[config.mk]
export PLATFORM = sky130hd
export DESIGN_NAME = sram_march_bist
export DESIGN_NICKNAME = d
export VERILOG_FILES = /design/src/rtl/sram_bist_pkg.sv /design/src/rtl/sram_bist_addr_gen.sv /design/src/rtl/sram_march_bist.sv
export SDC_FILE = /design/constraint.sdc
export NUM_CORES = 1
export LEC_CHECK = 0
export CAP_MARGIN = 0
export CORE_ASPECT_RATIO = 1.4
export CORE_MARGIN = 2
export CORE_UTILIZATION = 48
export CTS_BUF_LIST = sky130_fd_sc_hd__clkbuf_8
export DETAILED_ROUTE_END_ITERATION = 7
export HOLD_SLACK_MARGIN = 0.15
export MAX_ROUTING_LAYER = met4
export PLACE_DENSITY = 0.89
export SLEW_MARGIN = 20
export SYNTH_ARGS = -nofsm -noshare
export SYNTH_HDL_FRONTEND = slang
export SYNTH_SLANG_ARGS = --single-unit
[constraint.sdc]
create_clock -name clk -period 4.9 [get_ports clk]
set_input_delay 0.735 -clock clk [delete_from_list [all_inputs] [get_ports clk]]
set_output_delay 0.735 -clock clk [all_outputs]
set_load 0.01 [all_outputs]
[src/rtl/sram_bist_pkg.sv]
// Shared types and March C- element table for the SRAM BIST sequencer.
package sram_bist_pkg;

  // NEXT_ADDR and NEXT_ELEM are zero-cycle decisions folded into the exits of
  // WRITE and CHECK, so the state register never actually holds them.
  typedef enum logic [2:0] {
    ST_IDLE,
    ST_WRITE,
    ST_READ,
    ST_WAIT,
    ST_CHECK,
    ST_NEXT_ADDR,
    ST_NEXT_ELEM,
    ST_FINISH
  } state_e;

  localparam int         NUM_ELEM  = 6;
  localparam logic [2:0] LAST_ELEM = 3'(NUM_ELEM - 1);

  typedef struct packed {
    logic down;
    logic has_read;
    logic read_bg;
    logic has_write;
    logic write_bg;
  } elem_t;

  function automatic elem_t elem_info(input logic [2:0] idx);
    elem_t e;
    e = '0;
    case (idx)
      3'd0: e = '{down: 1'b0, has_read: 1'b0, read_bg: 1'b0, has_write: 1'b1, write_bg: 1'b0};
      3'd1: e = '{down: 1'b0, has_read: 1'b1, read_bg: 1'b0, has_write: 1'b1, write_bg: 1'b1};
      3'd2: e = '{down: 1'b0, has_read: 1'b1, read_bg: 1'b1, has_write: 1'b1, write_bg: 1'b0};
      3'd3: e = '{down: 1'b1, has_read: 1'b1, read_bg: 1'b0, has_write: 1'b1, write_bg: 1'b1};
      3'd4: e = '{down: 1'b1, has_read: 1'b1, read_bg: 1'b1, has_write: 1'b1, write_bg: 1'b0};
      3'd5: e = '{down: 1'b0, has_read: 1'b1, read_bg: 1'b0, has_write: 1'b0, write_bg: 1'b0};
      default: e = '0;
    endcase
    return e;
  endfunction

  function automatic state_e first_op(input logic [2:0] idx);
    elem_t e;
    e = elem_info(idx);
    return e.has_read ? ST_READ : ST_WRITE;
  endfunction

  function automatic logic elem_down(input logic [2:0] idx);
    elem_t e;
    e = elem_info(idx);
    return e.down;
  endfunction

endpackage

[src/rtl/sram_bist_addr_gen.sv]
// Loadable up/down address counter; the direction is latched at load so the
// terminal flag never depends on the element the caller is about to enter.
module sram_bist_addr_gen #(
  parameter int ADDR_W = 5
) (
  input  logic              clk,
  input  logic              reset,
  input  logic              load,
  input  logic              dir,
  input  logic              step,
  output logic [ADDR_W-1:0] addr,
  output logic              terminal
);

  logic down_q;

  // NOTE: sequential state uses non-blocking assignments so every register
  // samples pre-edge values regardless of block ordering.
  always_ff @(posedge clk) begin
    if (reset) begin
      addr   <= '0;
      down_q <= 1'b0;
    end else if (load) begin
      addr   <= dir ? '1 : '0;
      down_q <= dir;
    end else if (step) begin
      addr <= down_q ? addr - 1'b1 : addr + 1'b1;
    end
  end

  assign terminal = down_q ? (addr == '0) : (addr == '1);

endmodule

[src/rtl/sram_march_bist.sv]
// March C- BIST sequencer sitting between the SRAM controller and a
// single-port macro; passes the functional port through while idle.
module sram_march_bist #(
  parameter int ADDR_W       = 5,
  parameter int DATA_W       = 32,
  parameter int READ_LATENCY = 1
) (
  input  logic              clk,
  input  logic              reset,
  input  logic              start,
  output logic              busy,
  output logic              done,
  output logic              pass,
  output logic [7:0]        fail_count,
  output logic [ADDR_W-1:0] fail_addr,
  output logic [2:0]        fail_element,
  output logic [DATA_W-1:0] fail_syndrome,
  output logic              func_stall,
  input  logic              func_csb_n,
  input  logic              func_we_n,
  input  logic [ADDR_W-1:0] func_addr,
  input  logic [DATA_W-1:0] func_din,
  output logic              sram_csb_n,
  output logic              sram_we_n,
  output logic [ADDR_W-1:0] sram_addr,
  output logic [DATA_W-1:0] sram_din,
  input  logic [DATA_W-1:0] sram_dout
);

  import sram_bist_pkg::*;

  state_e            state, state_nxt;
  logic [2:0]        elem, elem_nxt;
  logic [1:0]        wait_cnt, wait_nxt;
  elem_t             cur, nxt;
  logic              leave_addr;
  logic              ag_load, ag_step, ag_dir, ag_term;
  logic [ADDR_W-1:0] ag_addr;
  logic              bist_csb_n, bist_we_n;
  logic [DATA_W-1:0] bist_din;
  logic [DATA_W-1:0] syndrome;
  logic              mismatch;

  assign cur      = elem_info(elem);
  assign nxt      = elem_info(elem_nxt);
  assign syndrome = sram_dout ^ {DATA_W{cur.read_bg}};
  assign mismatch = (state == ST_CHECK) && (syndrome != '0);

  sram_bist_addr_gen #(.ADDR_W(ADDR_W)) u_addr_gen (
    .clk      (clk),
    .reset    (reset),
    .load     (ag_load),
    .dir      (ag_dir),
    .step     (ag_step),
    .addr     (ag_addr),
    .terminal (ag_term)
  );

  // NOTE: every signal written here gets a default first, so no path can
  // leave one unassigned and infer a latch.
  always_comb begin
    state_nxt  = state;
    elem_nxt   = elem;
    wait_nxt   = wait_cnt;
    leave_addr = 1'b0;
    ag_load    = 1'b0;
    ag_step    = 1'b0;
    ag_dir     = 1'b0;
    case (state)
      ST_IDLE: begin
        if (start) begin
          elem_nxt  = '0;
          ag_load   = 1'b1;
          ag_dir    = elem_down(3'd0);
          state_nxt = first_op(3'd0);
        end
      end
      ST_WRITE: leave_addr = 1'b1;
      ST_READ: begin
        if (READ_LATENCY > 1) begin
          state_nxt = ST_WAIT;
          wait_nxt  = 2'(READ_LATENCY - 2);
        end else begin
          state_nxt = ST_CHECK;
        end
      end
      ST_WAIT: begin
        if (wait_cnt == '0) state_nxt = ST_CHECK;
        else                wait_nxt  = wait_cnt - 2'd1;
      end
      ST_CHECK: begin
        if (cur.has_write) state_nxt = ST_WRITE;
        else               leave_addr = 1'b1;
      end
      ST_FINISH: state_nxt = ST_IDLE;
      default:   state_nxt = ST_IDLE;
    endcase

    // Address step / element advance, taken in the same edge as the last op.
    if (leave_addr) begin
      if (!ag_term) begin
        ag_step   = 1'b1;
        state_nxt = first_op(elem);
      end else if (elem == LAST_ELEM) begin
        state_nxt = ST_FINISH;
      end else begin
        elem_nxt  = elem + 3'd1;
        ag_load   = 1'b1;
        ag_dir    = elem_down(elem_nxt);
        state_nxt = first_op(elem_nxt);
      end
    end
  end

  always_ff @(posedge clk) begin
    if (reset) begin
      state         <= ST_IDLE;
      elem          <= '0;
      wait_cnt      <= '0;
      busy          <= 1'b0;
      done          <= 1'b0;
      pass          <= 1'b0;
      fail_count    <= '0;
      fail_addr     <= '0;
      fail_element  <= '0;
      fail_syndrome <= '0;
      bist_csb_n    <= 1'b1;
      bist_we_n     <= 1'b1;
      bist_din      <= '0;
    end else begin
      state      <= state_nxt;
      elem       <= elem_nxt;
      wait_cnt   <= wait_nxt;
      busy       <= state_nxt inside {ST_WRITE, ST_READ, ST_WAIT, ST_CHECK};
      done       <= (state_nxt == ST_FINISH);
      bist_csb_n <= !(state_nxt inside {ST_WRITE, ST_READ});
      bist_we_n  <= (state_nxt != ST_WRITE);
      bist_din   <= (state_nxt == ST_WRITE) ? {DATA_W{nxt.write_bg}} : '0;

      if (state == ST_IDLE && start) begin
        pass          <= 1'b1;
        fail_count    <= '0;
        fail_addr     <= '0;
        fail_element  <= '0;
        fail_syndrome <= '0;
      end else if (mismatch) begin
        pass <= 1'b0;
        if (fail_count != 8'hFF) fail_count <= fail_count + 8'd1;
        if (fail_count == '0) begin
          fail_addr     <= ag_addr;
          fail_element  <= elem;
          fail_syndrome <= syndrome;
        end
      end
    end
  end

  assign func_stall = busy;
  assign sram_csb_n = busy ? bist_csb_n : func_csb_n;
  assign sram_we_n  = busy ? bist_we_n  : func_we_n;
  assign sram_addr  = busy ? ag_addr    : func_addr;
  assign sram_din   = busy ? bist_din   : func_din;

endmodule

Word level (Yosys, flattened, before mapping)
Index checks and enable logic that the tools add are counted.

Output and inout port bits: 91. Register bits after elaboration: 68. Logic and storage cells: 115. Input port bits: 74.

Reductions and logical operators: 20. Bitwise logic cells: 3. $add $sub $neg: 5. Multiplexer cells: 45. Equality and inequality tests: 27.

Operator list (count): $mux 3 (11); $mux 32 (1); $reduce_bool 32->1 (1); $xor 32x32->32 (1); $eq 3x2->1 const B (10); $pmux 5 s6 (1); $eq 3x3->1 const B (9); $mux 5 (5); $pmux 4 s6 (1); $mux 4 (5); $mux 1 (16); $eq 3x1->1 const B (5); $pmux 3 s5 (1); $logic_not 3->1 (4); $add 8x1->8 const B (1); $logic_not 8->1 (1); $ne 8x8->1 const B (1); $pmux 1 s6 (1); $reduce_and 2->1 (3); $reduce_bool 2->1 (3); $add 5x1->5 const B (1); $eq 5x5->1 const B (1); $logic_not 5->1 (1); $sub 5x1->5 const B (1); 11 further kinds (15).

Longest topological paths before layout
Gate-level depths: netlist of run 1.

Word-level depth: 13. Mapped depth: 9. Mapped depth without buffers: 8.

By module
A second synthesis of run 1 with hierarchy kept.

Cell total of the unflattened synthesis: 471. Area, all modules: 3936.3 um^2.

By module, submodules not included: sram_march_bist (sequential area each 1241.2 um^2, instances 1, area each 3499.6 um^2, cells each 423); sram_bist_addr_gen (sequential area each 120.1 um^2, instances 1, area each 436.7 um^2, cells each 48).

Worst setup path before layout of run 1
Ideal clock, no wire load.

Kind: in2reg. Start: input port start. End: register fail_count[2]. Cell stages on the path: 6. Required time: 4772 ps. Path slack: 2747 ps. Buffers on the path: 1. Library setup time: 128 ps. Data arrival time: 2025 ps. Cells stage by stage: or3b_1 nor2_1 nor2_1 clkbuf_1 o211ai_1 o41ai_1.

Cells in the longest elaborated chain, start to end: 2.

RTL lines: start, declared (line sram_march_bist.sv:10) `input logic start,`; $logic_and 1x1->1 (line sram_march_bist.sv:140) `if (state == ST_IDLE && start) begin`; $reduce_or 2->1 (no source line); end signal, assigned (line sram_march_bist.sv:148) `if (fail_count != 8'hFF) fail_count <= fail_count + 8'd1;`; end, declared (line sram_march_bist.sv:14) `output logic [7:0] fail_count,`.

No other way between the ends. A chain may end at the register's enable or synchronous reset.

Final worst setup path of run 1
Start: register elem[0]. End: register fail_syndrome[18].

Cells in the longest elaborated chain, start to end: 6. Elaborated cells between the ends (all ways): 11. Those cells by class: eq/ne (5); mux (1); bitwise (1); reduce/logical (4).

RTL lines: start, declared (line sram_march_bist.sv:33) `logic [2:0] elem, elem_nxt;`; start signal, assigned (line sram_march_bist.sv:132) `elem <= elem_nxt;`; $eq 3x3->1 (tied with other cells) (line sram_bist_pkg.sv:31) `case (idx)`; $pmux 4 s6 (*); $xor 32x32->32 (*) (line sram_march_bist.sv:46) `assign syndrome = sram_dout ^ {DATA_W{cur.read_bg}};`; $reduce_bool 32->1 (line sram_march_bist.sv:47) `assign mismatch = (state == ST_CHECK) && (syndrome != '0);`; $logic_and 1x1->1 (line sram_march_bist.sv:47); $reduce_and 2->1 (no source line); end signal, assigned (line sram_march_bist.sv:152) `fail_syndrome <= syndrome;`; end, declared (line sram_march_bist.sv:17) `output logic [DATA_W-1:0] fail_syndrome,`.

Every way passes the cells marked *; elsewhere a longest branch is shown, timed or not.

==> metrics.md, run 1 <==
| Metric | Value |
|---|---|
| Outcome | complete, no violations |
| Clk buf depth | 2 |
| Lkg Pwr | 2.09 nW |
| Share of layout cells above drive strength 1 | 7.70% |
| Number of library cell types mapped by synthesis | 57 |
| Via count | 4,128 |
| Hold Startpoint | fail_addr[2]$_SDFFE_PP0P_ |
| CTS Root Buffer Type | clkbuf_8 |
| Final-report max-slew violation count | 0 |
| First-pass GRT wire length | 19.1 mm |
| # Post-CTS Setup Buffers | 0 |
| Clock Skew | 0.00875 ns |
| Dpl cell area | 5540 um2 |
| DIE HEIGHT | about 110 um |
| Skew-Pair Late Insertion Delay | about 0.35 ns |
| Top Ports | about 170 |
| Ratio of final minimum period to clock period | between 60% and 70% |
| Synthesis-to-layout area growth | 49.1% |
| Placeable Area | approximately 7800 um2 |
| Gpl congestion | 0.855 |
| CTS resizes | 0 |
| Initial antenna violation count | 0 |
| Antenna Cells | 0 |
| Num Clock Sinks | 68 |
| RR Startpoint | elem[0]$_SDFF_PP0_ |
| Peak supply drop | between 0.15 and 0.2 mV |
| Final hold vios | 0 |
| Syn_nets | ~560 |
| Worst-margin pin slew | 0.810 ns |
| Avg Cell Area, Syn | 8.21 um2 |
| Design area | 5760 um2 |
| Ys flop type | dfxtp_1 |
| Row count | 38 |
| Post-DP HPWL | 9.02 mm |
| Max-cap check violation count | 0 |
| # hold bufs at CTS | 0 |
| Critical Path Sink Type | register |
| Reg clk slew, reported paths | 0.07 ns |
| Starting Density | 49.6% |
| Htree depth | 3 |
| TritonCTS clock tree | done |
| Post-synthesis register bit count | 68 |
| Cell area after synthesis | 3870 um2 |
| Num CTS Buffers | 9 |
| Worst Hold Class | reg2reg |
| Number of synthesized flops with an enable pin | 0 |
| Critical Setup Path Class | reg2reg |
| Drt wl/cell | 16.9 um |
| Asr flop ratio synth | 0% |
| Die W | 79.9 um |
| Mapped Cells | 471 |
| Setup crit start | elem[0]$_SDFF_PP0_ |
| Post-route setup TNS | 0 ns |
| # setup viols final | 0 |
| Global route total overflow | 0 |
| WP data arrival | 3.54 ns |
| DRT Pass-1 Iters | 5 |
| Maximum number of pins on one net before global-route repair | 47 |
| Hold slack | between 0.4 and 0.5 ns |
| DRT Wirelength | 12.2 mm |
| Die Footprint | 8800 um2 |
| Fin util | 73.9% |
| Power consumption | ~1.4 mW |
| Vias in the first global route | between 3,000 and 4,000 |
| Fmax | 304 MHz |
| Slew Limit Headroom | 45.9% |
| Yosys warns | 0 |
| Gr usage total | 28.2% |
| Post-DRT Antenna Nets | 0 |
| Vias per cell | approximately 5.7 |
| Worst Path Required | 5.16 ns |
| Port Buffer Count | 164 |
| Net count, final | between 700 and 800 |
| Drt drc | 0 |
| CP max FO | 42 |
| Drt initial violations | 361 |
| Sequential fraction of the synthesis area | 35.2% |
| RSZ-0062 raised after global routing | no |
| Power Density | 235 nW/um2 |
| Startpoint Class | register |
| Min cycle time layout | 3.28 ns |
-- report_power, final --
group / internal, mW / switching [mW]
clock network: 0.310 / 0.208
registers: 0.561 / 0.00980
logic: 0.142 / 0.123
total: 1.01 / 0.341
-- per-stage QoR --
stage	worst slack [ns]	std cells
final	1.62	723
after global routing	1.38	723
after CTS	1.65	723
after detailed placement	1.45	708
after global placement	1.64	708
after floorplan	2.75	471
-- registers in the layout, indices dropped and copies added (netlist names) --
register           cells
fail_count             8
bist_we_n              1
done                   1
fail_syndrome         32
bist_csb_n             1
state                  3
fail_element           3
busy                   1
u_addr_gen.addr        5
u_addr_gen.down_q      1
bist_din               1
pass                   1
elem                   3
wait_cnt               2
fail_addr              5
-- placed cells by master (no fill, tap or decap), types with 3 or more instances in the layout --
master             n
a21oi_1           21
o21ai_1            3
clkdlybuf4s50_1  164
nor2_1            20
clkbuf_8          11
xnor2_1            6
dfxtp_1           68
inv_1             45
xor2_1            32
nor4_1            11
o21ai_0           37
nor3_2             5
nand3_1           52
ha_1              11
or3_1              4
nand3b_1           3
mux2_2             7
nand2b_1           6
buf_4              5
a31oi_1            5
o31ai_1           39
nand4_1           10
nor3_1             3
nand2_1           13
-- critical path: stages, from the launching register on --
cell and delay [ns]:
dfxtp_1 0.45, inv_1 0.13, ha_1 0.26, a22oi_2 0.19
buf_4 0.47, nand3b_1 0.26, nand3_2 0.61, buf_4 0.52
o31ai_1 0.28
-- cell type report --
cell class / instances / area (um2)
multi-input cells: 326 / 2200
fillers: 566 / 2030
repair buffers: 169 / 1680
flip-flops and latches: 68 / 1360
inverters: 45 / 169
clock buffers: 11 / 151
well taps: 100 / 125
clock inverters: 4 / 72.6
-- layer usage --
metal / routed length [um] / share of wire, % / track usage, %
met1: 4720 / 39 / 34.0
met2: 6230 / 51 / 47.1
met3: 970 / 8.0 / 5.13
met4: 264 / 2.2 / 10.5
met5: 0 / 0 / -
-- cell usage after synthesis (7+ instances only) --
library cell   n  share of area, %
a21oi_1       21               2.7
clkbuf_1      25               2.4
dfxtp_1       68                35
ha_1          11               3.6
inv_1         45               4.4
mux2_2         7               2.0
nand2_1       13               1.3
nand3_1       53               6.9
nand4_1       10               1.6
nor2_1        21               2.0
nor4_1        11               1.8
o21ai_0       37               4.8
o31ai_1       39               7.6
xor2_1        32               7.2
-- cell families (layout without fill, tap and decap cells) --
kind of cell    Yosys count  after routing  synth area share (%)
buf+inv                  77            229                  7.96
flops                    68             68                  35.2
xor+xnor                 38             38                  8.61
mux                       7              7                  2.04
simple gates            148            148                  21.6
compound gates          121            121                  20.5
fa+ha+maj                12             12                  4.08
-- path summary, 6_finish.rpt --
kind	endpoint	slack [ns]	cells past startpoint
worst max-delay path	fail_syndrome[18]$_SDFFE_PP0P_	1.62	8
worst min-delay path	fail_addr[2]$_SDFFE_PP0P_	0.46	2
worst max register to register	fail_syndrome[18]$_SDFFE_PP0P_	1.62	8
worst min register to register	fail_addr[2]$_SDFFE_PP0P_	0.46	2
Note: power is estimated with default switching activity, not from simulation.
==> run 2: changes to the inputs <==
Settings changed: CORE_UTILIZATION 48 to 40, PLACE_DENSITY 0.89 to 0.79.
Clock period 4.9 ns to 2.9 ns, I/O delays scaled along.
==> run 2 against run 1 <==
Effect of this change: critical path depth shrank 5; flip-flop and latch count is the same; highest routed layer unchanged; sequential power grew 70%.
==> metrics.md, run 2 (synthesized netlist as in run 1, its figures left out) <==
| Metric | Value |
|---|---|
| Outcome | complete, no violations |
| Synthesis-to-layout area growth | 50.7% |
| Min cycle time layout | 2.56 ns |
| CTS Root Buffer Type | clkbuf_8 |
| RR Startpoint | elem[2]$_SDFF_PP0_ |
| Drt wl/cell | 15.6 um (-7.3%) |
| Clock Skew | 0.00720 ns (-0.00155 ns) |
| CP max FO | 32 (-24%) |
| Gr usage total | 21.2% (-6.9 points) |
| RSZ-0062 raised after global routing | no |
| Worst Hold Class | reg2reg |
| Row count | 42 (+11%) |
| Critical Setup Path Class | reg2out |
| Top Ports | 165 (unchanged) |
| Via count | 3,993 (-3.3%) |
| Slew Limit Headroom | 64.4% (+19 points) |
| Gpl congestion | 0.940 (+10%) |
| Biggest regs | fail_syndrome: 32 flops, fail_count: 8 flops |
| Register area | 1360 um2 (unchanged) |
| Most frequent cells in the layout | clkdlybuf4s50_1, dfxtp_1, nand3_1, inv_1, o31ai_1 |
| Global route total overflow | 0 (unchanged) |
| Die W | 87.1 um (+9.1%) |
| Vias per cell | 5.42 (-5.1%) |
| First-pass GRT wire length | 17.6 mm (-8.1%) |
| Reg clk slew, reported paths | 0.08 ns (about the same) |
| Fmax | 391 MHz |
| Clk buf depth | 2 (unchanged) |
| Ratio of final minimum period to clock period | 88.2% |
| Worst-margin pin slew | 0.531 ns (-0.278 ns) |
| Power Density | 394 nW/um2 (+68%) |
| Biggest register | fail_syndrome |
| Placeable Area | 9410 um2 (+21%) |
| Share of layout cells above drive strength 1 | 8.45% (+0.75 points) |
| Fin util | 61.9% (-12 points) |
| Max-cap check violation count | 0 (unchanged) |
| Hold Startpoint | fail_addr[2]$_SDFFE_PP0P_ |
| WP data arrival | 2.12 ns (-1.42 ns) |
| Drt drc | 0 (unchanged) |
| Drt initial violations | 233 (-35%) |
| Max reg flops | 32 (unchanged) |
| DRT Pass-1 Iters | 4 (-1) |
| Port Buffer Count | 164 (unchanged) |
| Initial antenna violation count | 0 (unchanged) |
| Net count, final | 708 (+0.43%) |
| TritonCTS clock tree | done |
| DIE HEIGHT | 120 um (+9.2%) |
| Commonest non-fill, non-tap cell in the layout | clkdlybuf4s50_1 |
| FILL cells | 773 (+37%) |
| Dpl ws | 0.390 ns (-1.06 ns) |
| Antenna Cells | 0 (unchanged) |
| Starting Density | 41.1% (-8.5 points) |
| Vias in the first global route | 3,736 (-1.6%) |
| Post-route setup slack | 0.341 ns (-1.27 ns) |
| Htree depth | 3 (unchanged) |
| Startpoint Class | register |
| Post-route setup TNS | 0 ns (unchanged) |
| Worst Path Required | 2.47 ns (-2.69 ns) |
| # hold bufs at CTS | 0 (unchanged) |
| DRT Wirelength | 11.5 mm (-5.5%) |
| Setup crit start | busy$_SDFF_PP0_ |
| Final-report max-slew violation count | 0 (unchanged) |
| Critical Path Sink Type | output pin |
| Num Clock Sinks | 68 (unchanged) |
| # setup viols final | 0 (unchanged) |
| Multi-input logic area | 2210 um2 (+0.11%) |
| Final hold vios | 0 (unchanged) |
| Post-DRT Antenna Nets | 0 (unchanged) |
| Num CTS Buffers | 9 (unchanged) |
| Post-DP HPWL | 8.50 mm (-5.8%) |
| Lkg Pwr | 2.11 nW (+1.3%) |
| Hold slack | 0.467 ns (+0.00479 ns) |
| Peak supply drop | 0.203 mV (+12%) |
| Maximum number of pins on one net before global-route repair | 49 (+4.3%) |
| Die Footprint | 10,500 um2 (+19%) |
| Skew-Pair Late Insertion Delay | 0.36 ns (about the same) |
-- run 2: path summary, 6_finish.rpt --
check                           slack [ns]                   endpoint  cells past startpoint
worst min-delay path                  0.47  fail_addr[2]$_SDFFE_PP0P_                      2
worst max register to register        0.43      bist_csb_n$_SDFF_PP1_                      8
worst max-delay path                  0.34                sram_din[6]                      3
worst min register to register        0.47  fail_addr[2]$_SDFFE_PP0P_                      2
-- run 2: metrics by stage --
step / instance area [um2] / cells / power (mW)
5_1_grt: 5830 / 737 / 2.38
6_report: 5830 / 737 / 2.30
4_1_cts: 5820 / 737 / 2.31
3_3_place_gp: 5600 / 721 / 1.42
3_5_place_dp: 5600 / 721 / 1.43
2_1_floorplan: 3870 / 471 / 1.17
-- run 2: area by class of cell --
type / instances / share of cell area [%]
clock inverter: 6 / 1.48
sequential: 68 / 23.4
multi-input combinational: 326 / 37.9
timing repair buffer: 172 / 29.6
inverter: 45 / 2.90
clock buffer: 10 / 2.36
tap: 110 / 2.36
-- run 2: where the power goes --
group          internal [mW]  switching (mW)  leakage (nW)
Clock                  0.507           0.377         0.113
Combinational          0.245           0.198          1.45
Sequential             0.947          0.0216         0.550
-- run 2: critical path, cell delays in order (launching register included) --
cell	delay (ns)
dfxtp_1	0.61
nand2_2	0.38
o21ai_0	0.20
clkdlybuf4s50_1	0.58
-- run 2: what timing repair did --
| action | in CTS | in global routing |
|---|---|---|
| endpoints found under the setup margin | 0 | 28 |
| gates resized for setup | 0 | 1 |
| buffers inserted | 0 | 0 |
-- run 2: per-layer routing --
metal	share of wire, %	track usage [%]	vias to the layer above
li1	-	-	1982
met5	0	-	-
met4	2.1	7.79	0
met3	5.2	4.23	17
met2	53	37.2	137
met1	40	23.6	1857
==> run 3: changes to the inputs <==
Settings changed: CORE_MARGIN 2 to default.
==> run 3 against run 2 <==
Effect of this change: the flow now finishes with violations (DRC); clock power is 2% lower; die area down 3.9%; final area fell by 0.30%; clock skew increased by 0.0015 ns; critical endpoint is now sram_din[2].
==> metrics.md, run 3 (synthesized netlist as in run 1, its figures left out) <==
| Metric | Value |
|---|---|
| Num Clock Sinks | 68 (unchanged) |
| CTS resizes | 0 (unchanged) |
| Drt wl/cell | 15.3 um (-1.7%) |
| CTS Root Buffer Type | clkbuf_8 |
| Via count | 4,041 (+1.2%) |
| Global route total overflow | 0 (unchanged) |
| Biggest register | fail_syndrome |
| Biggest regs | fail_syndrome: 32 flops, fail_count: 8 flops |
| Min cycle time layout | 2.54 ns (-0.0208 ns) |
| Post-DRT Antenna Nets | 0 (unchanged) |
| RSZ-0062 raised after global routing | no |
| Htree depth | 3 (unchanged) |
| Final hold vios | 0 (unchanged) |
| DRT Wirelength | 11.3 mm (-1.9%) |
| Lkg Pwr | 2.11 nW (about the same) |
| TritonCTS clock tree | done |
| Maximum number of pins on one net before global-route repair | 81 (+65%) |
| # hold bufs at CTS | 0 (unchanged) |
| Max-cap check violation count | 0 (unchanged) |
| Die Footprint | 10,100 um2 (-3.9%) |
| DRT Pass-1 Iters | 7 (+3) |
| Critical Setup Path Class | reg2out |
| Seq pwr share | 42.3% (about the same) |
| Top Ports | 165 (unchanged) |
| Clock Skew | 0.00865 ns (+0.00145 ns) |
| Commonest non-fill, non-tap cell in the layout | clkdlybuf4s50_1 |
| Family with the most delay on the worst path | buffers and inverters |
| Worst Hold Class | reg2reg |
| Post-route setup TNS | 0 ns (unchanged) |
| Fmax | 394 MHz (+0.82%) |
| Gpl congestion | 0.930 (-1.0%) |
| Synthesis-to-layout area growth | 50.2% |
| Peak supply drop | 0.223 mV (+9.8%) |
| Skew-Pair Late Insertion Delay | 0.36 ns (about the same) |
| Dpl cell area | 5590 um2 (-0.13%) |
| Row count | 42 (unchanged) |
| Ratio of final minimum period to clock period | 87.5% (-0.72 points) |
| Switching share of power | 25.7% (-0.24 points) |
| Max reg flops | 32 (unchanged) |
| Reg2reg setup slack | 0.42 ns (about the same) |
| Initial antenna violation count | 0 (unchanged) |
| Starting Density | 41.1% (unchanged) |
| Drt initial violations | 235 (+0.86%) |
| Worst-margin pin slew | 0.806 ns (+0.275 ns) |
| Failing checks | DRC |
| Design area | 5810 um2 (-0.30%) |
| Placeable Area | 9410 um2 (unchanged) |
| Startpoint Class | register |
| Clk buf depth | 2 (unchanged) |
| Antenna Cells | 0 (unchanged) |
| Fin util | 61.7% (-0.19 points) |
| First-pass GRT wire length | 18.2 mm (+3.7%) |
| Net count, final | 707 (-0.14%) |
| Port Buffer Count | 164 (unchanged) |
| Internal power | 1.69 mW (-0.43%) |
| Final-report max-slew violation count | 0 (unchanged) |
| WP data arrival | 2.10 ns (-0.02 ns) |
| Outcome | complete, but fails checks |
| P_sw | 587 uW (-1.7%) |
| Vias in the first global route | 3,728 (-0.21%) |
| # setup viols final | 0 (unchanged) |
| Dpl ws | 0.364 ns (-0.0267 ns) |
| Num CTS Buffers | 9 (unchanged) |
| Drt drc | 1 (+1) |
| Power Density | 392 nW/um2 (-0.45%) |
| Gate power share | 19.7% (+0.4 points) |
| Reg clk slew, reported paths | 0.07 ns (about the same) |
| DIE HEIGHT | 118 um (-1.7%) |
| Slowest CP cell | clkdlybuf4s50_1 |
| Critical Path Sink Type | output pin |
| Post-DP HPWL | 8.33 mm (-2.1%) |
| CP bufs+invs | 1 (unchanged) |
| Share of layout cells above drive strength 1 | 7.99% (-0.47 points) |
| CP max FO | 32 (unchanged) |
| Slew Limit Headroom | 46.2% (-18 points) |
| Gr usage total | 23.1% (+1.8 points) |
| CP max stage delay | 0.60 ns (about the same) |
| Clock power frac | 38.0% (-0.5 points) |
| Vias per cell | 5.49 (+1.3%) |
| Post-route setup slack | 0.362 ns (+0.0208 ns) |
| Worst Path Required | 2.47 ns (about the same) |
| Critical Path, Cell by Cell | nand2_1 -> o21ai_0 -> clkdlybuf4s50_1 |
| Die W | 85.1 um (-2.3%) |
| # Post-CTS Setup Buffers | 0 (unchanged) |
| FILL cells | 773 (unchanged) |
| Most frequent cells in the layout | clkdlybuf4s50_1, dfxtp_1, nand3_1, inv_1, o31ai_1 |
[run 3: changes by cell type in the layout (fill, tap and decap cells not counted), sizes merged]
cell / change
buf: -1
clkinvlp: -1
clkinv: +1
[run 3: metal layers]
| layer | up-vias | track usage [%] | share of wire [%] |
|---|---|---|---|
| met4 | 0 | 9.96 | 2.3 |
| met3 | 27 | 4.54 | 6.0 |
| met2 | 151 | 37.6 | 50 |
| met1 | 1891 | 27.5 | 41 |
| li1 | 1972 | - | - |
| met5 | - | - | 0 |
[run 3: layout make-up]
| type | instances | area, um2 | area share, % |
|---|---|---|---|
| clock buffers | 10 | 138 | 2.37 |
| flip-flops and latches | 68 | 1360 | 23.4 |
| clock inverters | 6 | 78.8 | 1.36 |
| well taps | 110 | 138 | 2.37 |
| multi-input cells | 326 | 2200 | 38.0 |
| repair buffers | 171 | 1720 | 29.6 |
| inverters | 45 | 169 | 2.91 |
[run 3: metrics by stage]
stage | total power, mW | cells | hold slack, ns
2_1_floorplan | 1.17 | 471 | 0.461
3_3_place_gp | 1.42 | 720 | 0.448
3_5_place_dp | 1.43 | 720 | 0.460
4_1_cts | 2.29 | 736 | 0.470
5_1_grt | 2.36 | 736 | 0.487
6_report | 2.28 | 736 | 0.465
[run 3: power groups by stage]
stage          Combinational [mW]  Clock [mW]  Sequential, mW
2_1_floorplan               0.190           0           0.982
3_3_place_gp                0.438           0           0.984
3_5_place_dp                0.444           0           0.985
4_1_cts                     0.447       0.876           0.964
5_1_grt                     0.479       0.917           0.967
6_report                    0.448       0.865           0.965
[run 3: path summary, 6_finish.rpt]
kind,startpoint,end,cells past startpoint
hold reg to reg,fail_addr[4]$_SDFFE_PP0P_,fail_addr[4]$_SDFFE_PP0P_,2
setup / recovery,busy$_SDFF_PP0_,sram_din[2],3
hold / removal,fail_addr[4]$_SDFFE_PP0P_,fail_addr[4]$_SDFFE_PP0P_,2
setup reg to reg,elem[2]$_SDFF_PP0_,bist_csb_n$_SDFF_PP1_,8
[run 3: worst min-delay path, stage by stage (launching register included)]
cell,delay (ns)
dfxtp_1,0.31
nand3_1,0.06
o21ai_1,0.05
